### src/rtl/frame_dispatch.sv
// Egress receiver for the switch-core forwarding stream: parses the 2-byte header,
// fans frame bytes out to the admitted per-port data FIFOs, then pushes one pointer word per port.

module frame_dispatch_port #(
    parameter int SPACE_W   = 12,
    parameter int BP_THRESH = 1600
) (
    input  logic [SPACE_W-1:0] space_i,
    input  logic               ptr_full_i,
    input  logic               pmap_i,
    input  logic [11:0]        len_i,
    output logic               admit_o,
    output logic               bp_o
);
    localparam int            CW    = (SPACE_W > 12) ? SPACE_W : 12;
    localparam logic [CW-1:0] BP_TH = CW'(BP_THRESH);

    logic [CW-1:0] space_w, len_w;

    assign space_w = CW'(space_i);
    assign len_w   = CW'(len_i);
    assign admit_o = pmap_i & ~ptr_full_i & (space_w >= len_w);
    assign bp_o    = (space_w < BP_TH) | ptr_full_i;
endmodule

module frame_dispatch #(
    parameter int MAX_LEN   = 1536,
    parameter int BP_THRESH = 1600,
    parameter int SPACE_W   = 12
) (
    input  logic                 clk,
    input  logic                 rst,
    input  logic                 sof,
    input  logic                 dv,
    input  logic [7:0]           data,
    input  logic [4*SPACE_W-1:0] q_space,
    input  logic [3:0]           ptr_full,
    output logic [3:0]           q_wr,
    output logic [7:0]           q_din,
    output logic [3:0]           ptr_wr,
    output logic [15:0]          ptr_din,
    output logic                 bp0,
    output logic                 bp1,
    output logic                 bp2,
    output logic                 bp3,
    output logic [15:0]          frame_cnt,
    output logic [15:0]          drop_cnt
);
    localparam logic [11:0] MAX_L = 12'(MAX_LEN);

    typedef enum logic [2:0] {IDLE, HDR1, DATA, COMMIT, DROP} state_t;

    state_t      state_q, state_d;
    logic [3:0]  pmap_q, pmap_d, len_hi_q, len_hi_d, mask_q, mask_d;
    logic [11:0] len_q, len_d, cnt_q, cnt_d;
    logic        trunc_q, trunc_d, pend_q, pend_d;
    logic [3:0]  q_wr_q, q_wr_d, ptr_wr_q, ptr_wr_d, bp_q, bp_d;
    logic [7:0]  q_din_q, q_din_d;
    logic [15:0] ptr_din_q, ptr_din_d, frame_cnt_q, frame_cnt_d, drop_cnt_q, drop_cnt_d;

    logic [11:0] hdr_len;
    logic [3:0]  admit, bp_now;

    assign hdr_len = {len_hi_q, data};

    for (genvar g = 0; g < 4; g++) begin : g_port
        frame_dispatch_port #(.SPACE_W(SPACE_W), .BP_THRESH(BP_THRESH)) u_port (
            .space_i    (q_space[g*SPACE_W +: SPACE_W]),
            .ptr_full_i (ptr_full[g]),
            .pmap_i     (pmap_q[g]),
            .len_i      (hdr_len),
            .admit_o    (admit[g]),
            .bp_o       (bp_now[g])
        );
    end

    always_comb begin
        state_d     = state_q;
        pmap_d      = pmap_q;
        len_hi_d    = len_hi_q;
        mask_d      = mask_q;
        len_d       = len_q;
        cnt_d       = cnt_q;
        trunc_d     = trunc_q;
        pend_d      = pend_q;
        q_wr_d      = '0;
        q_din_d     = q_din_q;
        ptr_wr_d    = '0;
        ptr_din_d   = ptr_din_q;
        frame_cnt_d = frame_cnt_q;
        drop_cnt_d  = drop_cnt_q;
        bp_d        = bp_now;
        case (state_q)
            IDLE: begin
                if (sof && dv) begin
                    pmap_d   = data[3:0];
                    len_hi_d = data[7:4];
                    state_d  = HDR1;
                end
            end
            HDR1: begin
                if (!dv) begin
                    drop_cnt_d = drop_cnt_q + 16'd1;
                    state_d    = IDLE;
                end else begin
                    len_d   = hdr_len;
                    mask_d  = admit;
                    cnt_d   = '0;
                    trunc_d = 1'b0;
                    if (hdr_len == '0 || hdr_len > MAX_L || admit == '0) begin
                        drop_cnt_d = drop_cnt_q + 16'd1;
                        pend_d     = 1'b0;
                        state_d    = DROP;
                    end else begin
                        state_d = DATA;
                    end
                end
            end
            DATA: begin
                // End of stream or a new sof: the pointer is registered now so it
                // lands in the cycle right after the last data write.
                if (!dv || sof) begin
                    trunc_d     = dv;
                    ptr_wr_d    = mask_q;
                    ptr_din_d   = {(cnt_q != len_q) | dv, 3'b000, cnt_q};
                    frame_cnt_d = frame_cnt_q + 16'd1;
                    state_d     = COMMIT;
                end else if (cnt_q < len_q) begin
                    q_wr_d  = mask_q;
                    q_din_d = data;
                    cnt_d   = cnt_q + 12'd1;
                end
            end
            COMMIT: begin
                state_d = IDLE;
                if (trunc_q) begin
                    if (dv) begin
                        pend_d  = 1'b1;
                        state_d = DROP;
                    end else begin
                        drop_cnt_d = drop_cnt_q + 16'd1;
                    end
                end
            end
            DROP: begin
                if (!dv) begin
                    if (pend_q) drop_cnt_d = drop_cnt_q + 16'd1;
                    pend_d  = 1'b0;
                    state_d = IDLE;
                end
            end
            default: state_d = IDLE;
        endcase
    end

    always_ff @(posedge clk) begin
        if (rst) begin
            state_q     <= IDLE;
            pmap_q      <= '0;
            len_hi_q    <= '0;
            mask_q      <= '0;
            len_q       <= '0;
            cnt_q       <= '0;
            trunc_q     <= 1'b0;
            pend_q      <= 1'b0;
            q_wr_q      <= '0;
            q_din_q     <= '0;
            ptr_wr_q    <= '0;
            ptr_din_q   <= '0;
            frame_cnt_q <= '0;
            drop_cnt_q  <= '0;
            bp_q        <= '0;
        end else begin
            state_q     <= state_d;
            pmap_q      <= pmap_d;
            len_hi_q    <= len_hi_d;
            mask_q      <= mask_d;
            len_q       <= len_d;
            cnt_q       <= cnt_d;
            trunc_q     <= trunc_d;
            pend_q      <= pend_d;
            q_wr_q      <= q_wr_d;
            q_din_q     <= q_din_d;
            ptr_wr_q    <= ptr_wr_d;
            ptr_din_q   <= ptr_din_d;
            frame_cnt_q <= frame_cnt_d;
            drop_cnt_q  <= drop_cnt_d;
            bp_q        <= bp_d;
        end
    end

    assign q_wr      = q_wr_q;
    assign q_din     = q_din_q;
    assign ptr_wr    = ptr_wr_q;
    assign ptr_din   = ptr_din_q;
    assign frame_cnt = frame_cnt_q;
    assign drop_cnt  = drop_cnt_q;
    assign {bp3, bp2, bp1, bp0} = bp_q;
endmodule

### config.mk
export PLATFORM = sky130hd
export DESIGN_NAME = frame_dispatch
export DESIGN_NICKNAME = d
export VERILOG_FILES = /design/src/rtl/frame_dispatch.sv
export SDC_FILE = /design/constraint.sdc
export NUM_CORES = 1
export LEC_CHECK = 0
export CORE_UTILIZATION = 56
export DETAILED_ROUTE_END_ITERATION = 10
export GPL_TIMING_DRIVEN = 0
export HOLD_SLACK_MARGIN = 0.08
export PLACE_DENSITY = 0.87
export SLEW_MARGIN = 20
export SYNTH_ARGS = -nofsm -noshare
export SYNTH_HDL_FRONTEND = slang
export SYNTH_HIERARCHICAL = 1
export SYNTH_SLANG_ARGS = --single-unit
### constraint.sdc
create_clock -name clk -period 7 [get_ports clk]
set_input_delay 1.4 -clock clk [delete_from_list [all_inputs] [get_ports clk]]
set_output_delay 1.4 -clock clk [all_outputs]
set_load 0.01 [all_outputs]
* Yosys cells after proc, flatten, opt, wreduce, memory -nomap -nowiden
Index checks and enable logic that the tools add are counted.
Word-level totals: bits in registers 106, latch bits 0, memory bits (writable) 0, bits in read-only memories 0, input bits 64, output and inout port bits 68, memories 0
Cells by class: add/subtract/negate cells 3, $mul 0, divide/modulo/power cells 0, order comparisons 10, equality and inequality tests 17, shift-type cells 0, mux-type cells 28, bitwise operators 20, reductions and logical operators 21
Operators with widths (count):
- 16-bit 2-to-1 mux | 6
- 12-bit >= comparator | 4
- 12-bit by 11-bit less-than comparator with 1-bit output (second input constant) | 4
- 16-bit one-hot mux with 3 select lines | 1
- 12-bit 2-to-1 mux | 3
- 16-bit by 1-bit adder with 16-bit output (second input constant) | 2
- 12-bit one-hot mux with 2 select lines | 1
- 2-bit != test (second input constant) | 11
- 3-bit 2-to-1 mux | 7
- 3-bit one-hot mux with 5 select lines | 1
- 12-bit by 1-bit adder with 12-bit output (second input constant) | 1
- 12-bit by 11-bit greater-than comparator with 1-bit output (second input constant) | 1
- 12-bit logical NOT | 1
- 12-bit less-than comparator | 1
- 12-bit != test | 1
- 6-bit AND reduction | 2
- 3-bit AND reduction | 3
- 1-bit bitwise AND | 8
- 1-bit 2-to-1 mux | 7
- 1-bit NOT | 7
- 3-bit by 2-bit equality test with 1-bit output (second input constant) | 2
- 2-bit AND reduction | 3
- 1-bit bitwise OR | 5
- 4-bit logical NOT | 1
- other kinds (14) | 16

* Longest topological paths before layout
Gate-level depths: netlist of the first run.
depth after elaboration 8, mapped depth 13, gate-level depth less buffers 11

* Cells and area by module
The synthesis of the first run kept the hierarchy.
By module, submodules not included:
- frame_dispatch | instances 1, cells an instance 587, area an instance 4898.4 um^2
- frame_dispatch_port | instances 4, cells an instance 44, area an instance 335.3 um^2

* Worst setup path before layout of the first run
OpenSTA, ideal clock, no wires.
path type input-to-reg, from input q_space[0], to register drop_cnt_q[6] (netlist: drop_cnt[6]), arrival 3.558 ns, data required time 6.881 ns, path slack 3.323 ns, stages 12, path buffers 1, cell sequence inv_1 ha_1 nor2b_4 o21ai_1 a41oi_1 o32ai_2 nor4_1 a41o_1 o32ai_1 clkbuf_1 nor4_1 o221a_2
Between the ends: longest elaborated chain between the ends 6
Ends and longest elaborated chain:
- from (decl) | RTL line 36 | input logic [4*SPACE_W-1:0] q_space,
- 12-bit >= comparator | RTL line 22 | assign admit_o = pmap_i & ~ptr_full_i & (space_w >= len_w);
- 1-bit bitwise AND | RTL line 22
- net admit[0] | RTL line 62 | logic [3:0] admit, bp_now;
- 4-bit logical NOT | RTL line 110 | if (hdr_len == '0 || hdr_len > MAX_L || admit == '0) begin
- 1-bit logical OR | RTL line 110
- 3-bit != test (no source line)
- 6-bit AND reduction (no source line)
- to (signal assigned) | RTL line 187 | drop_cnt_q <= drop_cnt_d;
- to (decl) | RTL line 59 | logic [15:0] ptr_din_q, ptr_din_d, frame_cnt_q, frame_cnt_d, drop_cnt_q, drop_cnt_d;
The timed path passes the listed nets, and every way through them passes these cells. A chain may end at the register's enable or synchronous reset.

* Final worst setup path of the first run
from input data[2], to register drop_cnt_q[9] (netlist: drop_cnt[9])
Between the ends: longest elaborated chain between the ends 6
Ends and longest elaborated chain:
- from (decl) | RTL line 35 | input logic [7:0] data,
- 12-bit >= comparator | RTL line 22
- 1-bit bitwise AND | RTL line 22
- net admit[1] | RTL line 62
- 4-bit logical NOT | RTL line 110
- 1-bit logical OR | RTL line 110
- 3-bit != test (no source line)
- 6-bit AND reduction (no source line)
The timed path passes the listed nets, and every way through them passes these cells.

==> flow_summary.ini, run 1 <==
[timing]
min_period_ps = 4820
hold_ws_ps = 460.4
finalMaxSlewViolations = 0
rsz0062_at_grt = no
slew_headroom_pct = 52.22
fin_skew_ps = 6.563
tightest_slew_ps = 714.5
min_period_over_period_pct = 68.86
timing.final.hold_violations = 0
setup_viol = 0
fmax_mhz = 207.5
fin_setup_tns_ps = 0

[power]
leakage_nw = 2.928
power_density_mw_per_mm2 = 148.9
pwr-share-comb_pct = 15.7
vdd_drop_max_uv = 115.1
pwr-share-clk_pct = 31.8
swShare_pct = 27.04
p_sw_uw = 317.1
power_frac_seq_pct = 52.4
p_int_uw = 855.7

[hold_path]
worstHoldPathType = flop to flop

[synthesis]
synthArstFlopShare_pct = 0
synthTopCellsByCount = 106 x dfxtp_1, 99 x nand2_1, 77 x a21oi_1
syn_avg_cell_area_um2 = 8.178
ys_warn_count = 6
yosysMostFrequentCell = dfxtp_1
yosysTopAreaCell = dfxtp_1
ys_ff_latch = 106
ys_seq_area_share_pct = 34.01
netlist_top_cells_area = dfxtp_1 34%, ha_1 13%, a21oi_1 6.2%
synth.cell_area_mm2 = 0.006240
synth_cell_types = 62
postSynthCellCount = 763
synth_top_area_share_pct = 34.01
synth_top_flop_cell = dfxtp_1
synth_enable_flop_cells = 0

[clocking]
clk_pin_slew_ps = 90
hold_buffers = 0
cts_tree = yes
cts_sinks = 106
insertion_delay_ps = 400
cts_setup_buffers = 0
cts_inserted_buffers = 9
htree_levels = 3
cts-resized-gates = 0
clockBufferDepth = 2
cts_root_buf = clkbuf_8

[setup_path]
crit_path_start_kind = input port
required_ps = 7320
crit_type = input port to flop
cp.arrival_ps = 5140
cp_max_fo = 10
end_kind = flop

[layout]
area_growth_syn_to_layout_pct = 26.27
drive_gt1_share_pct = 4.736
antenna_cells = 0
final_cells = 1048
fin_nets = 1030

[routing]
wl_per_cell_um = 16.76
routed_wl_um = 17570
vias = 6248
dr.pass1.iters = 5
drcViolationCount = 0
detail-route-antenna-nets = 0
drt-vias-per-instance = 5.962
drt_iter0_markers = 432

[global_routing]
grt_pass1_vias = 6071
antenna_found_initial = 0
grt_usage_pct = 31.51
grt_overflow = 0
grt_max_degree = 17
grt_pass1_wl_um = 28630

[outcome]
status = finished clean

[placement]
dp_hpwl_um = 13340
dp_cells = 1032
io_buffer_count = 127
routabilityCongestion = 0.8801

[job]
cap_violations = 0

[floorplanning]
die_h_um = 107.6
die_area_mm2 = 0.01157
initial_core_util_pct = 57.56
pin_count = 132
core-area_mm2 = 0.01084
rows = 38
die_w_um = 107.6
-- cell families (layout without fill, tap and decap cells) --
logic type                 after synthesis  after routing  synth area share, %
other                                    1              3              0.06010
AOI/OAI and AO/OA                      171            171                18.35
muxes                                   10             10                1.604
and+or+nand+nor                        286            286                24.40
buffers and inverters                  113            256                7.119
adders and majority gates               63             63                12.63
xor gates and xnor gates                13             13                1.825
DFF                                    106            106                34.01
-- final timing paths --
kind	start	end	slack (ps)	cells after the start
worst max-delay path	data[2]	drop_cnt[9]	2180	14
worst min register to register	ptr_din[7]	ptr_din[7]	460	2
worst min-delay path	ptr_din[7]	ptr_din[7]	460	2
worst max register to register	len_hi_q[1]	drop_cnt[9]	3540	13
-- worst max-delay path, stage by stage --
cell and delay, ps:
clkdlybuf4s50_1 680, inv_1 80, ha_1 310, nand2_1 60, o21ai_1 150, a41oi_1 230, o32ai_2 360, nor4_1 130
a41o_1 260, o32ai_1 610, buf_2 320, buf_2 250, o21ai_0 130, a21oi_1 150
-- metrics by stage --
stage                     setup slack, ps  power, mW  area, um2  util, %
after floorplan                      3323     0.7270       6247        -
after global placement               1939     0.7991       7694    70.97
after detailed placement             1829     0.8104       7694    70.97
after CTS                            2251      1.177       7879    72.68
after global routing                 1998      1.226       7879    72.68
final                                2180      1.173       7879    72.68
-- sequential cells by signal, indices dropped and copies added (netlist names) --
register and count:
ptr_wr 4, pend_q 1, q_wr 4, pmap_q 4, mask_q 4, q_din 8
state_q 3, len_hi_q 4, bp_q 4, trunc_q 1, ptr_din 13, len_q 12
drop_cnt 16, cnt_q 12, frame_cnt 16
-- per-layer routing --
layer / GRT usage [%] / vias to the layer above / wire length [um]
li1: - / 3015 / -
met1: 37.49 / 2923 / 7246
met2: 54.67 / 260 / 8592
met3: 6.598 / 50 / 1229
met4: 13.21 / 0 / 499
met5: 0 / - / 0
-- area by class of cell --
type / count / area (um2)
clock buffers: 10 / 127.6
fillers: 873 / 2962
well taps: 140 / 175.2
repair buffers: 127 / 1271
multi-input cells: 546 / 3681
flip-flops and latches: 106 / 2122
inverters: 72 / 270.3
plain buffers: 41 / 173.9
clock inverters: 6 / 57.56
-- cell usage in the layout, fill, tap and decap left out, types with 5 or more instances in the layout --
cell type        instances
mux2i_1                 10
o311a_1                  5
ha_1                    63
or4_1                   10
and3_1                   8
nor2_1                  39
nand3_1                 24
clkbuf_8                 9
clkbuf_1                33
o21ai_0                 11
o31ai_1                 17
nor3b_1                  5
nand2b_1                 9
a31oi_1                  7
nor4_1                   8
a41oi_1                  7
a21oi_1                 77
nor2b_1                  6
and2_1                   6
o21ai_1                  6
xnor2_1                  6
nand2_1                 99
and4_1                   7
o311ai_0                 8
nand4_1                 28
clkdlybuf4s50_1        127
dfxtp_1                106
inv_1                   72
or3_1                   13
xor2_1                   7
-- power groups by stage --
stage | registers, mW | logic [mW] | clock network (mW)
finish | 0.615 | 0.185 | 0.373
global route | 0.616 | 0.202 | 0.407
CTS | 0.615 | 0.182 | 0.380
detailed placement | 0.629 | 0.182 | 0
global placement | 0.629 | 0.170 | 0
floorplan | 0.628 | 0.0993 | 0
Note: power is estimated with default switching activity, not from simulation.
==> inputs of run 2 (changes only) <==
CORE_UTILIZATION = 52   (was 56)
PLACE_DENSITY = 0.81   (was 0.87)
clock period = 4.48 ns   (was 7 ns; I/O delays follow)
==> run 2 against run 1 <==
  * First-iteration DRC count fell by 1.4%
  * The flow now finishes with violations (design-rule violations)
  * Critical endpoint is now drop_cnt[14]
  * Worst hold slack got worse by 6.8 ps
  * Power increased by 73%
  * Final cell count rose by 0.19%
  * Worst setup slack lost 1900 ps
  * Utilization shrank 3.6 points
  * Register-to-register slack got worse by 2400 ps
==> flow_summary.ini, run 2 (synthesis gave the netlist of run 1 again) <==
[floorplanning]
die_h_um = 111.5
rows = 39
pin_count = 132
initial_core_util_pct = 53.95
die_area_mm2 = 0.01244
core-area_mm2 = 0.01156
die_w_um = 111.5

[timing]
slew_headroom_pct = 53.41
setup_viol = 0
fmax_mhz = 236.1
fin_skew_ps = 6.480
tightest_slew_ps = 698.9
min_period_over_period_pct = 94.54
rsz0062_at_grt = no
setup_ws_ps = 244.6
finalMaxSlewViolations = 0
timing.final.hold_violations = 0
min_period_ps = 4235

[setup_path]
reg2reg_depth = 12
crit_path_start_kind = input port
reg2reg_from = len_hi_q[2]
end_kind = flop
crit_type = input port to flop
cp.arrival_ps = 4510
r2r_end = drop_cnt[14]
cp_max_fo = 10
reg2reg_slack_ps = 1120
required_ps = 4750

[outcome]
failed_checks = design-rule violations
status = finished, violations left

[layout]
fin_nets = 1030
drive_gt1_share_pct = 4.631
final_cell_mix = 127 x clkdlybuf4s50_1, 106 x dfxtp_1, 99 x nand2_1, 77 x a21oi_1, 72 x inv_1
final_common_cell = clkdlybuf4s50_1
antenna_cells = 0
area_growth_syn_to_layout_pct = 28.07
final_cells = 1050
finish.utilization_pct = 69.10

[global_routing]
grt_usage_pct = 28.60
grt_overflow = 0
grt_pass1_vias = 6134
antenna_found_initial = 0
grt_pass1_wl_um = 28970
grt_max_degree = 17

[power]
vdd_drop_max_uv = 210.5
leakage_nw = 2.965
power_density_mw_per_mm2 = 254.5

[hold_path]
hold_path_end = ptr_din[0]
worstHoldPathType = flop to flop
hold_depth = 2
hold_path_startpoint = ptr_din[0]

[routing]
vias = 6253
drt-vias-per-instance = 5.955
detail-route-antenna-nets = 0
drt_iter0_markers = 426
wl_per_cell_um = 16.62
routed_wl_um = 17460
drcViolationCount = 3
dr.pass1.iters = 9

[placement]
routabilityCongestion = 0.8890
io_buffer_count = 127
dp_hpwl_um = 13100
dp_cells = 1035
place_ws_ps = -126.6

[clocking]
cts_sinks = 106
cts_setup_buffers = 0
hold_buffers = 0
insertion_delay_ps = 350
cts_tree = yes
clk_pin_slew_ps = 70
cts-resized-gates = 0
htree_levels = 3
clockBufferDepth = 2
cts_root_buf = clkbuf_16
cts_inserted_buffers = 9

[job]
cap_violations = 0
==> run 2: area by class of cell <==
type | instances | area (um2)
Clock buffer | 11 | 232.7
Tap cell | 143 | 178.9
Sequential cell | 106 | 2122
Fill cell | 925 | 3573
Timing Repair Buffer | 127 | 1271
Inverter | 72 | 270.3
Buffer | 41 | 173.9
Clock inverter | 4 | 53.80
Multi-Input combinational cell | 546 | 3689
==> run 2: worst max-delay path by stage <==
stage | start | endpoint
CTS | data[2] | drop_cnt[0]
global route | data[2] | drop_cnt[14]
global placement | data[2] | drop_cnt[6]
finish | data[2] | drop_cnt[14]
detailed placement | data[2] | drop_cnt[0]
floorplan | q_space[0] | drop_cnt[6]
==> run 2: power by group <==
group | switching [mW] | internal (mW)
clock network | 0.353 | 0.432
registers | 0.0101 | 0.951
logic | 0.156 | 0.131
total | 0.519 | 1.51
==> run 2: metal layers <==
layer	GRT usage, %	part of all wire (%)
met5	0	0
met4	12.43	2.8
met3	6.097	6.6
met2	48.04	49
met1	35.37	42
==> run 2: stage by stage <==
step           hold WS [ps]  setup TNS, ps  total power [mW]  instance area (um2)
5_1_grt               479.0              0             2.112                 7991
4_1_cts               456.3              0             2.035                 7984
3_5_place_dp          447.3          -1071             1.265                 7697
2_1_floorplan         436.3              0             1.136                 6247
6_report              453.5              0             2.034                 7991
3_3_place_gp          442.7         -488.1             1.250                 7697
==> run 2: critical path: stages <==
cell and delay, ps:
clkdlybuf4s50_1 710, inv_1 90, ha_1 300, a21oi_1 150, o21ai_1 90, a41oi_1 410, o32ai_2 170, nor4_1 450
a41o_1 220, o32ai_2 140, buf_2 210, or4_1 520, a21oi_1 150
==> RTL change: new RTL, config.mk and constraints of run 2 <==
The parameter `MAX_LEN` goes from 1536 to 768.
--- a/src/rtl/frame_dispatch.sv
+++ b/src/rtl/frame_dispatch.sv
@@ -24,7 +24,7 @@
 endmodule
 
 module frame_dispatch #(
-    parameter int MAX_LEN   = 1536,
+    parameter int MAX_LEN   = 768,
     parameter int BP_THRESH = 1600,
     parameter int SPACE_W   = 12
 ) (
Check against the original RTL: not equivalent (a bounded check fails within 4 cycles, from zero or initial values and one cycle with rst high).
==> RTL change against run 2 <==
  * Critical path depth unchanged
  * Synthesized area is 2.1% higher
  * Global-route usage shrank 1.8 points
  * Power is 2.8% lower
  * Sequential cell count is the same
  * First-iteration DRC count decreased by 2.3%
  * Count of clock-buffer cells in the layout is 1 lower
  * Combinational power shrank 3%
  * Design area increased by 1.4%
  * Fmax up 6.6%
  * Clock power fell by 6.2%
  * Routed wire length fell by 6.6%
  * Setup slack improved by 0.26 ns
  * Largest power group unchanged
==> RTL change: results (changes against run 2) <==
| Metric | Value |
|---|---|
| Clock skew | `0.0124 ns (+0.00589 ns)` |
| XOR/XNOR Fraction of Synth Area | `1.79% (-0.038 points)` |
| Met3 usage | `4.45% (-1.7 points)` |
| Max incr delay on CP | `0.69 ns (-0.02 ns)` |
| Hold path startpoint | `ptr_din[6]` |
| Status | `finished clean` |
| Initial detailed-routing violation count | `416 (-2.3%)` |
| Global Route Usage Sum | `26.8% (-1.8 points)` |
| Pleak | `0.00304 uW (+2.4%)` |
| Pre-antenna DRT Iters | `4 (-5)` |
| Clock Tree Root | `clkbuf_16` |
| Top cells by instance count after synthesis | `106 x dfxtp_1, 94 x nand2_1, 69 x a21oi_1` |
| Share of layout cells above drive strength 1 | `5.66% (+1.0 points)` |
| Post-Route WL | `16,300 um (-6.6%)` |
| Final #Nets | `1,043 (+1.3%)` |
| Mux cell area share after synthesis | `3.16% (+1.6 points)` |
| M1 WL | `7590 um (+3.4%)` |
| M1 GR Usage | `35.8% (+0.46 points)` |
| Placement Setup Slack | `0.154 ns (+0.280 ns)` |
| Antenna Cells | `0 (unchanged)` |
| Vias in the first global route | `5,708 (-6.9%)` |
| Highest routed layer | `met4` |
| Met2 GRT Util | `44.7% (-3.3 points)` |
| Met2 WL | `7690 um (-9.3%)` |
| Delay-heaviest family, CP | `simple AND/OR/NAND/NOR gates` |
| Metal3 WL | `778 um (-33%)` |
| Via/cell ratio | `5.76 (-3.3%)` |
| GP Congestion | `0.868 (-2.4%)` |
| # fillers | `1,014 (+9.6%)` |
| Post-Synth Adder-Cell Area | `12.4% (-0.26 points)` |
| Reg2reg start | `len_hi_q[0]` |
| HPWL Detailed | `12,200 um (-6.7%)` |
| Global-route wire length before repair | `27,500 um (-5.1%)` |
| VDD IR-drop max | `0.207 mV (-1.7%)` |
[RTL change: cell types whose count changed in the layout (fill, tap and decap cells not counted), sizes merged, moves of 4 or more]
| cell | run 2 | this run |
|---|---|---|
| a21oi | 77 | 69 |
| and2 | 6 | 10 |
| buf | 9 | 5 |
| clkbuf | 43 | 48 |
| mux2 | 0 | 9 |
| nand2 | 99 | 94 |
| nand4 | 28 | 33 |
| nor2 | 39 | 50 |
| nor2b | 10 | 23 |
| o31ai | 17 | 12 |
| or3 | 14 | 6 |
| or4 | 11 | 5 |
[RTL change: where the power goes]
part	switching, uW	leakage, uW	internal [uW]
clock	349	0.000127	387
combinational	147	0.00205	131
sequential	10.5	0.000856	951
total	507	0.00304	1470
[RTL change: cell type report]
type,count,area [um2],area share (%)
buffer,44,211,2.61
clock buffer,10,239,2.95
clock inverter,4,28.8,0.355
inverter,68,255,3.15
multi-input combinational,560,3790,46.8
sequential,106,2120,26.2
tap,147,184,2.27
timing repair buffer,127,1270,15.7
[RTL change: logic make-up after synthesis]
family                     Yosys count
DFF                                106
adders and majority gates           63
other                                1
AOI/OAI and AO/OA                  150
muxes                               19
buffers and inverters              112
and+or+nand+nor                    312
xor gates and xnor gates            13
[RTL change: path summary, 6_finish.rpt]
| path | slack (ns) | cells after the start | to |
|---|---|---|---|
| min reg2reg | 0.45 | 2 | ptr_din[6] |
| max reg2reg | 1.37 | 12 | drop_cnt[5] |
| min | 0.45 | 2 | ptr_din[6] |
| max | 0.51 | 13 | drop_cnt[5] |
[RTL change: per-stage QoR]
stage,cells,area [um2]
2_1_floorplan,778,6380
4_1_cts,1066,8100
3_3_place_gp,1052,7840
6_report,1066,8100
5_1_grt,1066,8100
3_5_place_dp,1052,7840
